### config.mk
export PLATFORM = sky130hd
export DESIGN_NAME = ntt_stage_sched
export DESIGN_NICKNAME = d
export VERILOG_FILES = /design/src/rtl/ntt_stage_sched.sv
export SDC_FILE = /design/constraint.sdc
export NUM_CORES = 1
export LEC_CHECK = 0
export BUFFER_PORTS_ARGS = -buffer_cell sky130_fd_sc_hd__buf_2
export CAP_MARGIN = 5
export CORE_ASPECT_RATIO = 1.4
export CORE_UTILIZATION = 28
export CTS_CLUSTER_DIAMETER = 50
export CTS_CLUSTER_SIZE = 14
export DETAILED_ROUTE_END_ITERATION = 12
export HOLD_SLACK_MARGIN = 0.05
export PLACE_DENSITY = 0.41
export SYNTH_ARGS = -nofsm -noshare
export SYNTH_HDL_FRONTEND = slang
export SYNTH_SLANG_ARGS = --single-unit
### constraint.sdc
create_clock -name clk -period 2.5 [get_ports clk]
set_input_delay 0.5 -clock clk [delete_from_list [all_inputs] [get_ports clk]]
set_output_delay 0.5 -clock clk [all_outputs]
set_load 0.01 [all_outputs]
### src/rtl/ntt_stage_sched.sv
// ntt_stage_sched
//   Walks the four-bank coefficient memory through every NTT stage after a
//   single start command. Each RUN cycle issues one common bank read address
//   plus the four output-network select codes. The matching bank write
//   strobe/address is the read strobe/address delayed by PIPE_LAT cycles.
//
// Ports
//   clk, rst          clock (rising edge), async active-low reset
//   start             begin a transform; only looked at in IDLE
//   busy              high while reading or draining
//   done              one-cycle completion pulse
//   stage             current stage index
//   rd_en, rd_addr    bank read strobe / common read address
//   sel_a_0..sel_a_3  output-network selects, aligned with the read
//   wr_en, wr_addr    bank write strobe / address (read delayed PIPE_LAT)
module ntt_stage_sched #(
  parameter int ADDR_W   = 6,
  parameter int STAGES   = 7,
  parameter int PIPE_LAT = 13
) (
  input  logic              clk,
  input  logic              rst,
  input  logic              start,
  output logic              busy,
  output logic              done,
  output logic [2:0]        stage,
  output logic              rd_en,
  output logic [ADDR_W-1:0] rd_addr,
  output logic [1:0]        sel_a_0,
  output logic [1:0]        sel_a_1,
  output logic [1:0]        sel_a_2,
  output logic [1:0]        sel_a_3,
  output logic              wr_en,
  output logic [ADDR_W-1:0] wr_addr
);

  localparam int DW = $clog2(PIPE_LAT + 1);
  localparam logic [ADDR_W-1:0] CNT_MAX  = '1;
  localparam logic [DW-1:0]     DRN_LAST = DW'(PIPE_LAT - 1);
  localparam logic [2:0]        STG_LAST = 3'(STAGES - 1);

  // sel index 0..3 maps to sel_a_0..sel_a_3
  localparam logic [3:0][1:0] SEL_EVEN = {2'b10, 2'b11, 2'b00, 2'b01};
  localparam logic [3:0][1:0] SEL_ODD  = {2'b10, 2'b00, 2'b11, 2'b01};

  typedef enum logic [1:0] {S_IDLE, S_RUN, S_DRAIN, S_DONE} state_e;

  state_e                             state_q, state_d;
  logic [ADDR_W-1:0]                  cnt_q, cnt_d;
  logic [DW-1:0]                      drn_q, drn_d;
  logic [2:0]                         stage_q, stage_d;
  logic                               busy_q, busy_d;
  logic                               done_q, done_d;
  logic                               rd_en_q, rd_en_d;
  logic [ADDR_W-1:0]                  rd_addr_q, rd_addr_d;
  logic [3:0][1:0]                    sel_q, sel_d;
  logic [PIPE_LAT-1:0]                vld_pipe_q, vld_pipe_d;
  logic [PIPE_LAT-1:0][ADDR_W-1:0]    addr_pipe_q, addr_pipe_d;

  always_comb begin
    state_d = state_q;
    cnt_d   = cnt_q;
    drn_d   = drn_q;
    stage_d = stage_q;
    unique case (state_q)
      S_IDLE: begin
        if (start) begin
          state_d = S_RUN;
          cnt_d   = '0;
          stage_d = '0;
        end
      end
      S_RUN: begin
        // cnt_q is the address being read this cycle
        if (cnt_q == CNT_MAX) begin
          state_d = S_DRAIN;
          drn_d   = '0;
        end else begin
          cnt_d = cnt_q + 1'b1;
        end
      end
      S_DRAIN: begin
        // hold off reads until the last write of this stage has landed
        if (drn_q == DRN_LAST) begin
          if (stage_q < STG_LAST) begin
            state_d = S_RUN;
            stage_d = stage_q + 3'd1;
            cnt_d   = '0;
          end else begin
            state_d = S_DONE;
          end
        end else begin
          drn_d = drn_q + 1'b1;
        end
      end
      S_DONE:  state_d = S_IDLE;
      default: state_d = S_IDLE;
    endcase

    // outputs are registered from the next-state view so they line up
    // with the state they describe
    rd_en_d   = (state_d == S_RUN);
    rd_addr_d = cnt_d;
    busy_d    = (state_d == S_RUN) || (state_d == S_DRAIN);
    done_d    = (state_d == S_DONE);
    sel_d     = sel_q;
    if (rd_en_d) sel_d = stage_d[0] ? SEL_ODD : SEL_EVEN;

    // write-back delay line, keeps shifting in every state
    vld_pipe_d     = vld_pipe_q;
    addr_pipe_d    = addr_pipe_q;
    vld_pipe_d[0]  = rd_en_q;
    addr_pipe_d[0] = rd_addr_q;
    for (int i = 1; i < PIPE_LAT; i++) begin
      vld_pipe_d[i]  = vld_pipe_q[i-1];
      addr_pipe_d[i] = addr_pipe_q[i-1];
    end
  end

  always_ff @(posedge clk or negedge rst) begin
    if (!rst) begin
      state_q     <= S_IDLE;
      cnt_q       <= '0;
      drn_q       <= '0;
      stage_q     <= '0;
      busy_q      <= 1'b0;
      done_q      <= 1'b0;
      rd_en_q     <= 1'b0;
      rd_addr_q   <= '0;
      sel_q       <= '0;
      vld_pipe_q  <= '0;
      addr_pipe_q <= '0;
    end else begin
      state_q     <= state_d;
      cnt_q       <= cnt_d;
      drn_q       <= drn_d;
      stage_q     <= stage_d;
      busy_q      <= busy_d;
      done_q      <= done_d;
      rd_en_q     <= rd_en_d;
      rd_addr_q   <= rd_addr_d;
      sel_q       <= sel_d;
      vld_pipe_q  <= vld_pipe_d;
      addr_pipe_q <= addr_pipe_d;
    end
  end

  assign busy    = busy_q;
  assign done    = done_q;
  assign stage   = stage_q;
  assign rd_en   = rd_en_q;
  assign rd_addr = rd_addr_q;
  assign sel_a_0 = sel_q[0];
  assign sel_a_1 = sel_q[1];
  assign sel_a_2 = sel_q[2];
  assign sel_a_3 = sel_q[3];
  assign wr_en   = vld_pipe_q[PIPE_LAT-1];
  assign wr_addr = addr_pipe_q[PIPE_LAT-1];

endmodule

==> results.py <==
metrics = {
    "status": {
        "status": "complete, no violations",
    },
    "pwr": {
        "p_leak_nw": 1.76,
        "internal-power_mw": 2.53,
        "vdd_drop_max_mv": 0.283,
        "p_per_area_mw_per_mm2": 797,
        "switching_share": 0.209,
        "combinationalPowerShare": 0.013,
        "total_power_mw": 3.20,
        "pwr-share-seq": 0.566,
        "clock_power_share": 0.421,
        "p_sw_uw": 670,
    },
    "clock_tree": {
        "cts_tree": "built",
        "clkTransAtPathRegs_ns": 0.07,
        "hold_buffers": 0,
        "clk_latency_ns": 0.34,
        "post-cts-setup-buffers": 0,
        "ctsHtreeMaxLevel": 3,
        "ctsRootBufferMaster": "clkbuf_16",
        "cts_sinks": 112,
        "numCtsBuffers": 9,
        "clockBufferDepth": 2,
        "ctsResizeCount": 0,
    },
    "setup_path": {
        "end_kind": "flip-flop",
        "r2r_slack_ns": 0.32,
        "reg2reg_from": "rd_addr[0]",
        "crit_fanout": 7,
        "reg2regPathDepth": 7,
        "crit_type": "flip-flop to flip-flop",
        "r2r-end": "sel_a_0[0]",
        "startpoint_type": "flip-flop",
        "cp.required_ns": 2.72,
        "worst_ep_arrival_time_ns": 2.40,
    },
    "cells_and_area": {
        "regArea_mm2": 0.00280,
        "n_antenna_cell": 0,
        "fill_cells": 1167,
        "syn_to_final_growth_pct": 16.2,
        "drive_gt1_frac": 0.221,
        "nets": 249,
        "multi_input_area_um2": 534,
    },
    "route": {
        "via_per_inst": 4.11,
        "drt_iter0_drc": 68,
        "vias": 1607,
        "first_pass_iters": 4,
        "wire_per_inst_um": 11.8,
        "drcViolationCount": 0,
        "ant_nets": 0,
        "wl_um": 4630,
    },
    "timing": {
        "tightestPinTransition_ns": 0.544,
        "setup_slack_ns": 0.318,
        "finalMaxSlewViolations": 0,
        "hold_viol": 0,
        "tns_ns": 0,
        "hold_slack_ns": 0.140,
        "period_needed_ns": 2.18,
        "fin_crit_sh": 0.873,
        "fmax_mhz": 458,
        "slew_headroom": 0.637,
        "finalSetupViolations": 0,
        "skew_ns": 0.00363,
        "rsz0062_at_grt": "no",
    },
    "yosys": {
        "synth_flop_cell": "dfrtp_1",
        "ys_ff_latch": 112,
        "synthArstFlopShare": 1.00,
        "yosysWarningCount": 0,
        "seq_area_frac_synth": 0.811,
        "synth.avg_cell_area_um2": 16.5,
        "netlist_instances": 209,
        "synth_cell_types": 36,
        "synth_edf_count": 0,
        "synth_area_mm2": 0.00345,
    },
    "grt": {
        "grt_pass1_vias": 1603,
        "grt-ovfl-total": 0,
        "grt_pass1_wl_um": 7960,
        "antenna_found_initial": 0,
        "grt_max_degree": 53,
        "grt_usage": 0.0840,
    },
    "floorplan": {
        "coreArea_mm2": 0.0119,
        "die_y_um": 133,
        "num_rows": 47,
        "die_width_um": 95.9,
        "boundaryPins": 30,
        "dieArea_mm2": 0.0128,
        "start_util": 0.289,
    },
    "placement": {
        "dp_slack_ns": 0.307,
        "dp.final_hpwl_um": 2940,
        "portBuffers": 27,
        "gp_congestion": 0.697,
    },
    "run": {
        "cap_violations": 0,
    },
    "min_path": {
        "hold_path.class": "input pin to asynchronous set/reset pin",
    },
}
[flip-flops by register name, summed over array words and instances (netlist names)]
name and flops:
done 1, rd_addr 6, busy 1, sel_a_0 1, wr_addr 6, stage 3
sel_a_1 1, drn_q 4, state_q 2, sel_a_2 1, addr_pipe_d 72, rd_en 1
vld_pipe_q 13
[cell families (layout without fill, tap and decap cells)]
group	count (synthesis)	count (layout)	synth area share
and+or+nand+nor	43	43	0.0695
xor gates and xnor gates	1	1	0.00254
DFF	112	112	0.811
muxes	4	4	0.0130
AOI/OAI and AO/OA	20	20	0.0420
other	1	2	0.00109
adders and majority gates	7	7	0.0254
buffers and inverters	21	55	0.0351
[critical path, stage by stage (launching register included)]
cell	delay, ns
dfrtp_1	0.43
ha_1	0.23
nand3_2	0.13
or3_4	0.43
nor2_1	0.19
a21oi_1	0.09
ha_1	0.25
or2_2	0.30
[power groups by stage]
stage | Sequential, mW | Clock [mW] | Combinational (mW)
after CTS | 1.81 | 1.41 | 0.0450
after detailed placement | 1.85 | 0 | 0.0451
after global placement | 1.85 | 0 | 0.0434
after global routing | 1.81 | 1.48 | 0.0507
final | 1.81 | 1.35 | 0.0411
after floorplan | 1.85 | 0 | 0.00379
[metal layers]
metal / global-route usage / part of all wire / vias up
met5: 0 / 0 / -
met4: 0.0448 / 0.024 / 0
met3: 0.0325 / 0.036 / 10
met2: 0.120 / 0.46 / 25
met1: 0.109 / 0.48 / 834
li1: - / - / 738
[cells in the mapped netlist (3+ instances only)]
cell type  count  area, µm²
a211o_1        3       26.3
buf_4         11       82.6
o21ai_0        3       15.0
and3_1         5       31.3
ha_1           7       87.6
dfrtp_1      112       2800
nand2_1        5       18.8
a21oi_1        4       20.0
nor2_1        10       37.5
nor3_1         6       30.0
inv_1          8       30.0
nand3_1        6       30.0
[cell type report]
type                            count  share of cell area
Tap cell                          147              0.0458
Clock buffer                       11              0.0605
Sequential cell                   112               0.698
Multi-Input combinational cell     77               0.133
Clock inverter                      5              0.0103
Timing Repair Buffer               31              0.0449
Inverter                            8             0.00748
[cells in the final DEF (no fill, tap or decap), types with 2 or more instances in the layout]
cell type / count
mux2i_1: 2
o211ai_1: 2
buf_2: 26
a211o_1: 3
nor3_1: 6
o21ai_0: 3
a21oi_1: 4
clkinv_4: 2
inv_1: 8
a21o_1: 2
nand2_1: 5
a31oi_1: 2
dfrtp_1: 112
conb_1: 2
nor3b_1: 2
buf_4: 4
ha_1: 7
nand3_1: 6
and3_1: 5
nor2_1: 10
clkbuf_16: 9
[metrics by stage]
| step | instances | cell area, µm² | util |
|---|---|---|---|
| after floorplan | 210 | 3460 | - |
| after global placement | 375 | 3730 | 0.313 |
| after detailed placement | 375 | 3730 | 0.313 |
| after CTS | 391 | 4020 | 0.336 |
| after global routing | 391 | 4020 | 0.336 |
| final | 391 | 4020 | 0.336 |
[worst max-delay path by stage]
stage,from,to,cells after the start
after global placement,rd_addr[0],sel_a_0[0],7
after floorplan,rd_addr[0],sel_a_0[0],7
final,rd_addr[0],sel_a_0[0],7
after global routing,rd_addr[0],sel_a_0[0],7
after detailed placement,rd_addr[0],sel_a_0[0],7
after CTS,rd_addr[0],sel_a_0[0],7
Note: power is estimated with default switching activity, not from simulation.
